## src/rtl/exmem_stage_reg.sv

```systemverilog
// EX/MEM pipeline register with data-memory access sequencer.
// Latches execute results, holds the cache request until dhit, and stalls upstream while busy.
module exmem_stage_reg #(
    parameter int unsigned WORD_W     = 32,
    parameter int unsigned REG_AW     = 5,
    parameter int unsigned WAIT_LIMIT = 255
) (
    input  logic              CLK,
    input  logic              nRST,
    input  logic              ihit,
    input  logic              flush,
    input  logic              ex_valid,
    input  logic [WORD_W-1:0] npc_ex,
    input  logic [WORD_W-1:0] rdat1_ex,
    input  logic [WORD_W-1:0] rdat2_ex,
    input  logic [WORD_W-1:0] imm_ex,
    input  logic [WORD_W-1:0] aluOut_ex,
    input  logic              rwen_ex,
    input  logic              memregSel_ex,
    input  logic [REG_AW-1:0] wSel_ex,
    input  logic              dren_ex,
    input  logic              dwen_ex,
    input  logic              halt_ex,
    input  logic              dhit,
    input  logic [WORD_W-1:0] dmemload,
    output logic              dmemREN,
    output logic              dmemWEN,
    output logic [WORD_W-1:0] dmemaddr,
    output logic [WORD_W-1:0] dmemstore,
    output logic [WORD_W-1:0] npc_exmem,
    output logic [WORD_W-1:0] rdat1_exmem,
    output logic [WORD_W-1:0] imm_exmem,
    output logic [WORD_W-1:0] portOut_exmem,
    output logic [WORD_W-1:0] dload_exmem,
    output logic              rwen_exmem,
    output logic              memregSel_exmem,
    output logic [REG_AW-1:0] wSel_exmem,
    output logic              valid_exmem,
    output logic              halt_exmem,
    output logic              mem_stall,
    output logic              mem_timeout
);

    localparam int unsigned CntW = (WAIT_LIMIT < 2) ? 1 : $clog2(WAIT_LIMIT + 1);
    localparam logic [CntW-1:0] CntMax = CntW'(WAIT_LIMIT);

    typedef enum logic [0:0] {StIdle, StAccess} state_e;

    state_e state_q, state_d;

    logic [WORD_W-1:0] npc_q, npc_d;
    logic [WORD_W-1:0] rdat1_q, rdat1_d;
    logic [WORD_W-1:0] rdat2_q, rdat2_d;
    logic [WORD_W-1:0] imm_q, imm_d;
    logic [WORD_W-1:0] port_q, port_d;
    logic [WORD_W-1:0] dload_q, dload_d;
    logic              rwen_q, rwen_d;
    logic              memreg_q, memreg_d;
    logic [REG_AW-1:0] wsel_q, wsel_d;
    logic              dren_q, dren_d;
    logic              dwen_q, dwen_d;
    logic              halt_q, halt_d;
    logic              valid_q, valid_d;
    logic [CntW-1:0]   cnt_q, cnt_d;
    logic              timeout_q, timeout_d;

    logic in_idle;
    logic in_access;
    logic capture;
    logic bubble;

    assign in_idle   = (state_q == StIdle);
    assign in_access = (state_q == StAccess);
    // Flush wins over ihit; neither has any effect while an access is in flight.
    assign capture   = in_idle && ihit && !flush;
    assign bubble    = in_idle && flush;

    // State register
    always_ff @(posedge CLK or negedge nRST) begin
        if (!nRST) begin
            state_q <= StIdle;
        end else begin
            state_q <= state_d;
        end
    end

    // Next-state logic
    always_comb begin
        state_d = state_q;
        unique case (state_q)
            StIdle: begin
                if (capture && ex_valid && (dren_ex || dwen_ex)) begin
                    state_d = StAccess;
                end
            end
            StAccess: begin
                if (dhit) begin
                    state_d = StIdle;
                end
            end
            default: state_d = StIdle;
        endcase
    end

    // Pipeline register next-state
    always_comb begin
        npc_d    = npc_q;
        rdat1_d  = rdat1_q;
        rdat2_d  = rdat2_q;
        imm_d    = imm_q;
        port_d   = port_q;
        dload_d  = dload_q;
        rwen_d   = rwen_q;
        memreg_d = memreg_q;
        wsel_d   = wsel_q;
        dren_d   = dren_q;
        dwen_d   = dwen_q;
        halt_d   = halt_q;
        valid_d  = valid_q;

        if (capture) begin
            npc_d    = npc_ex;
            rdat1_d  = rdat1_ex;
            rdat2_d  = rdat2_ex;
            imm_d    = imm_ex;
            port_d   = aluOut_ex;
            rwen_d   = rwen_ex;
            memreg_d = memregSel_ex;
            wsel_d   = wSel_ex;
            dren_d   = dren_ex;
            dwen_d   = dwen_ex;
            valid_d  = ex_valid;
            halt_d   = halt_q | halt_ex;
        end else if (bubble) begin
            // Data fields hold; only the controls that could cause side effects are killed.
            valid_d = 1'b0;
            rwen_d  = 1'b0;
            dren_d  = 1'b0;
            dwen_d  = 1'b0;
        end

        if (in_access && dhit && dren_q) begin
            dload_d = dmemload;
        end
    end

    // Wait counter and sticky timeout
    always_comb begin
        cnt_d     = cnt_q;
        timeout_d = timeout_q;
        if (in_access && !dhit) begin
            if (cnt_q != CntMax) begin
                cnt_d = cnt_q + 1'b1;
            end
            if (cnt_d == CntMax) begin
                timeout_d = 1'b1;
            end
        end else begin
            cnt_d = '0;
        end
    end

    always_ff @(posedge CLK or negedge nRST) begin
        if (!nRST) begin
            npc_q     <= '0;
            rdat1_q   <= '0;
            rdat2_q   <= '0;
            imm_q     <= '0;
            port_q    <= '0;
            dload_q   <= '0;
            rwen_q    <= 1'b0;
            memreg_q  <= 1'b0;
            wsel_q    <= '0;
            dren_q    <= 1'b0;
            dwen_q    <= 1'b0;
            halt_q    <= 1'b0;
            valid_q   <= 1'b0;
            cnt_q     <= '0;
            timeout_q <= 1'b0;
        end else begin
            npc_q     <= npc_d;
            rdat1_q   <= rdat1_d;
            rdat2_q   <= rdat2_d;
            imm_q     <= imm_d;
            port_q    <= port_d;
            dload_q   <= dload_d;
            rwen_q    <= rwen_d;
            memreg_q  <= memreg_d;
            wsel_q    <= wsel_d;
            dren_q    <= dren_d;
            dwen_q    <= dwen_d;
            halt_q    <= halt_d;
            valid_q   <= valid_d;
            cnt_q     <= cnt_d;
            timeout_q <= timeout_d;
        end
    end

    // Output logic
    always_comb begin
        dmemREN         = in_access & dren_q;
        dmemWEN         = in_access & dwen_q;
        dmemaddr        = in_access ? port_q : '0;
        dmemstore       = in_access ? rdat2_q : '0;
        mem_stall       = in_access;
        npc_exmem       = npc_q;
        rdat1_exmem     = rdat1_q;
        imm_exmem       = imm_q;
        portOut_exmem   = port_q;
        dload_exmem     = dload_q;
        rwen_exmem      = rwen_q;
        memregSel_exmem = memreg_q;
        wSel_exmem      = wsel_q;
        valid_exmem     = valid_q;
        halt_exmem      = halt_q;
        mem_timeout     = timeout_q;
    end

endmodule

```

## config.mk

```make
export PLATFORM = sky130hd
export DESIGN_NAME = exmem_stage_reg
export DESIGN_NICKNAME = d
export VERILOG_FILES = /design/src/rtl/exmem_stage_reg.sv
export SDC_FILE = /design/constraint.sdc
export NUM_CORES = 1
export LEC_CHECK = 0
export BUFFER_PORTS_ARGS = -buffer_cell sky130_fd_sc_hd__buf_2
export CAP_MARGIN = 20
export CORE_AREA = 2 2 175 177
export DETAILED_ROUTE_END_ITERATION = 16
export DIE_AREA = 0 0 177 179
export PLACE_DENSITY = 0.6
export REMOVE_ABC_BUFFERS = 1
export SYNTH_ARGS = -nofsm -noshare
export SYNTH_HDL_FRONTEND = slang
export SYNTH_SLANG_ARGS = --single-unit
```

## constraint.sdc

```tcl
create_clock -name CLK -period 1.8 [get_ports CLK]
set_input_delay 0.18 -clock CLK [delete_from_list [all_inputs] [get_ports CLK]]
set_output_delay 0.18 -clock CLK [all_outputs]
set_load 0.02 [all_outputs]
```

==> run_summary.xml <==
<?xml version="1.0" encoding="UTF-8"?>
<metrics>
  <group name="status">
    <metric name="outcome" unit="">completed</metric>
  </group>
  <group name="yosys">
    <metric name="area_fraction_in_compound_gates_after_synthesis" unit="%">1.49</metric>
    <metric name="synth-xor-area-share" unit="%">0.0977</metric>
    <metric name="summed_instance_area_of_the_synthesized_netlist" unit="um2">8970</metric>
    <metric name="synth-warning-count" unit="">0</metric>
    <metric name="synth_sequential_area_ratio" unit="%">59.4</metric>
    <metric name="synth_flop_cell" unit="">sky130_fd_sc_hd__dfrtp_1</metric>
    <metric name="post_synth_mux_area_share" unit="%">29.2</metric>
    <metric name="yosysTopAreaCell" unit="">sky130_fd_sc_hd__dfrtp_1</metric>
    <metric name="largest_family_of_logic_cells_by_synthesized_area" unit="">multiplexers</metric>
    <metric name="yosys.area.top_type_share" unit="%">59.4</metric>
    <metric name="synthDistinctLibCells" unit="">38</metric>
    <metric name="netlist_top_cells_area" unit="">sky130_fd_sc_hd__dfrtp_1 59%, sky130_fd_sc_hd__mux2_4 17%, sky130_fd_sc_hd__mux2_2 11%</metric>
    <metric name="yosys.area_share.simple" unit="%">6.98</metric>
    <metric name="adder_and_majority_cell_fraction_of_the_synthesized_area" unit="%">0.140</metric>
    <metric name="synth.ff_latch_count" unit="">213</metric>
    <metric name="asyncSetResetFlopFracSynth" unit="%">100</metric>
    <metric name="post_synth.cell_area_avg" unit="um2">15.6</metric>
    <metric name="synth-edff-count" unit="">0</metric>
    <metric name="synth_cells" unit="">573</metric>
  </group>
  <group name="die">
    <metric name="placementRows" unit="">64</metric>
    <metric name="initial_cell_density_of_the_core" unit="%">29.9</metric>
    <metric name="dieHeight" unit="um">179</metric>
    <metric name="io-pin-count" unit="">445</metric>
    <metric name="die_area" unit="um2">31700</metric>
    <metric name="floorplan.core_area" unit="um2">30000</metric>
    <metric name="chipWidth" unit="um">177</metric>
  </group>
  <group name="drt">
    <metric name="detailroute.via_count" unit="">7148</metric>
    <metric name="postRouteAntennaNets" unit="">0</metric>
    <metric name="post-route-drc-count" unit="">0</metric>
    <metric name="routed_via_density" unit="">4.30</metric>
    <metric name="routed_wirelength" unit="mm">26.6</metric>
    <metric name="detailed_routing_iterations_pass_1" unit="">4</metric>
    <metric name="detail_route.wl_per_cell" unit="um">16.0</metric>
    <metric name="detail_route.iter0.violations" unit="">194</metric>
  </group>
  <group name="clocking">
    <metric name="clock-sinks" unit="">213</metric>
    <metric name="root_buffer" unit="">sky130_fd_sc_hd__clkbuf_16</metric>
    <metric name="cts_made_buffers" unit="">25</metric>
    <metric name="cts_tree" unit="">done</metric>
    <metric name="htree_levels" unit="">1</metric>
    <metric name="cts_buffer_depth" unit="">3</metric>
    <metric name="clk_transition_reported_paths" unit="ps">60</metric>
    <metric name="clock_latency" unit="ps">520</metric>
  </group>
  <group name="cells_and_area">
    <metric name="antennaDiodeCount" unit="">0</metric>
    <metric name="fillCellCount" unit="">2611</metric>
    <metric name="layout-area-overhead-vs-synth" unit="%">64.2</metric>
    <metric name="final_cell_area" unit="um2">14700</metric>
    <metric name="final_layout_size_suffix_gt1_share" unit="%">56.1</metric>
    <metric name="final_common_cell" unit="">sky130_fd_sc_hd__buf_2</metric>
    <metric name="final_cell_mix" unit="">442 x sky130_fd_sc_hd__buf_2, 212 x sky130_fd_sc_hd__dfrtp_1, 206 x sky130_fd_sc_hd__dlygate4sd3_1, 100 x sky130_fd_sc_hd__mux2_4, 91 x sky130_fd_sc_hd__mux2_2</metric>
    <metric name="final_layout_net_count" unit="">1458</metric>
  </group>
  <group name="timing">
    <metric name="drv_slew" unit="">0</metric>
    <metric name="final.setup.tns" unit="ps">0</metric>
    <metric name="slew_at_the_pin_closest_to_its_max_slew_limit" unit="ps">430</metric>
    <metric name="period_needed" unit="ps">1730</metric>
    <metric name="layout_worst_path_cycle_share" unit="%">96.1</metric>
    <metric name="setup_viol" unit="">0</metric>
    <metric name="final-hold-violation-count" unit="">0</metric>
    <metric name="unrepaired_setup_endpoints_after_global_routing" unit="">true</metric>
    <metric name="fmax" unit="MHz">578</metric>
    <metric name="clock_skew" unit="ps">14.9</metric>
    <metric name="worst_rel_slew_slack" unit="%">71.3</metric>
  </group>
  <group name="worst_hold_path">
    <metric name="holdCritPathClass" unit="">input pin to flop</metric>
  </group>
  <group name="power">
    <metric name="switching_share" unit="%">30.3</metric>
    <metric name="share_comb_of_total_power" unit="%">27.8</metric>
    <metric name="sequential_cell_fraction_of_total_power" unit="%">40.3</metric>
    <metric name="p_sw" unit="mW">4.67</metric>
    <metric name="power_density" unit="nW/um2">1050</metric>
    <metric name="vdd_ir_drop_max" unit="mV">0.641</metric>
    <metric name="intPower" unit="mW">10.8</metric>
    <metric name="static-leakage-power" unit="nW">7.37</metric>
    <metric name="clock_power_share" unit="%">31.9</metric>
  </group>
  <group name="placed_design">
    <metric name="dpl-instance-area" unit="um2">11800</metric>
    <metric name="dpl.hpwl" unit="mm">17.4</metric>
    <metric name="place_congestion" unit="">0.805</metric>
    <metric name="port_buffers" unit="">444</metric>
  </group>
  <group name="grt">
    <metric name="grt_util_all_layers" unit="%">15.8</metric>
    <metric name="overflow" unit="">0</metric>
    <metric name="grt_first_pass_wirelength" unit="mm">40.1</metric>
    <metric name="first_global_vias" unit="">7546</metric>
    <metric name="grt_max_degree" unit="">59</metric>
    <metric name="antenna_found_initial" unit="">0</metric>
  </group>
  <group name="job">
    <metric name="timing.max_cap.violations" unit="">0</metric>
  </group>
  <group name="worst_setup_path">
    <metric name="arrival" unit="ps">1550</metric>
    <metric name="timing.critical_path.to_type" unit="">primary output</metric>
    <metric name="critical_path_required" unit="ps">1620</metric>
    <metric name="critPathMaxFanout" unit="">58</metric>
    <metric name="setup.worst_path.class" unit="">flop to primary output</metric>
    <metric name="regToRegSetupSlack" unit="ps">100</metric>
    <metric name="startpoint_type" unit="">flop</metric>
  </group>
</metrics>
-- what timing repair did --
action | CTS | global route
resized for setup | 4 | 3
endpoints found under the setup margin | 56 | 5
setup buffers | 0 | 1
hold endpoints to repair | 275 | 0
hold buffers | 206 | 0
-- final cells by class --
type,instances,area [um2],share of cell area (%)
flip-flops and latches,213,5330,36.2
clock buffers,35,693,4.71
repair buffers,681,4680,31.8
inverters,2,7.51,0.0510
multi-input cells,326,3410,23.2
clock inverters,8,100,0.680
well taps,396,495,3.37
-- state kept, by name, summed over array words and instances, names as in the netlist --
register / flops
cnt_q: 8
dload_exmem: 32
dren_q: 1
dwen_q: 1
halt_exmem: 1
imm_exmem: 32
mem_stall: 1
mem_timeout: 1
memregSel_exmem: 1
npc_exmem: 32
portOut_exmem: 32
rdat1_exmem: 32
rdat2_q: 32
rwen_exmem: 1
valid_exmem: 1
wSel_exmem: 5
-- worst max-delay path: stages (launching register included) --
cell	delay (ps)
sky130_fd_sc_hd__dfrtp_2	410
sky130_fd_sc_hd__buf_12	220
sky130_fd_sc_hd__and2_4	190
sky130_fd_sc_hd__buf_2	170
-- worst paths after layout --
kind | from | cells after the start | endpoint
max in group asynchronous | nRST | 3 | npc_exmem[6]$_DFFE_PN0N_
worst min-delay path | ihit | 4 | dren_q$_DFFE_PN0P_
worst max register to register | mem_stall$_DFF_PN0_ | 5 | npc_exmem[17]$_DFFE_PN0N_
worst max-delay path | mem_stall$_DFF_PN0_ | 3 | dmemstore[26]
worst min register to register | mem_timeout$_DFFE_PN0P_ | 2 | mem_timeout$_DFFE_PN0P_
min in group asynchronous | nRST | 2 | portOut_exmem[26]$_DFFE_PN0N_
-- power by group through the flow --
stage          Combinational, mW  Sequential, mW  Clock, mW
2_1_floorplan               1.57            7.16          0
3_3_place_gp                3.87            6.24          0
3_5_place_dp                3.92            6.25          0
4_1_cts                     4.28            6.20       5.10
5_1_grt                     4.55            6.33       5.28
6_report                    4.28            6.21       4.92
-- cell usage after synthesis, types with 4 or more instances --
library cell and n:
sky130_fd_sc_hd__dfrtp_1 213, sky130_fd_sc_hd__mux2_4 100, sky130_fd_sc_hd__mux2_2 91, sky130_fd_sc_hd__and2_1 66, sky130_fd_sc_hd__buf_6 13, sky130_fd_sc_hd__buf_2 9, sky130_fd_sc_hd__clkbuf_1 9, sky130_fd_sc_hd__nor2_1 9
sky130_fd_sc_hd__a21oi_1 7, sky130_fd_sc_hd__mux2_1 7, sky130_fd_sc_hd__nand2_1 6, sky130_fd_sc_hd__a31oi_1 4, sky130_fd_sc_hd__nor2b_1 4, sky130_fd_sc_hd__o21ai_0 4
-- cell families (layout without fill, tap and decap cells) --
group                      count (synthesis)  after routing
DFF                                      213            213
adders and majority gates                  1              1
and+or+nand+nor                          104            104
muxes                                    199            199
xor gates and xnor gates                   1              1
buffers and inverters                     34            726
AOI/OAI and AO/OA                         21             21
-- through the flow --
stage               utilization, %  instances  setup WS, ps  hold WS [ps]  total power [mW]
global route                  49.0       1661         -5.12          71.0              16.2
detailed placement            39.4       1411           119           165              10.2
global placement              39.4       1411           139           163              10.1
finish                        49.0       1661          70.8          35.3              15.4
CTS                           49.0       1660          2.48          8.46              15.6
floorplan                        -        541        -10680          -116              8.74
-- per-layer routing --
metal	track usage, %	part of all wire (%)
met5	0	0
met4	5.34	2.6
met3	4.33	7.2
met2	26.6	49
met1	19.6	41
No activity file was read; power rests on OpenSTA's default activity.
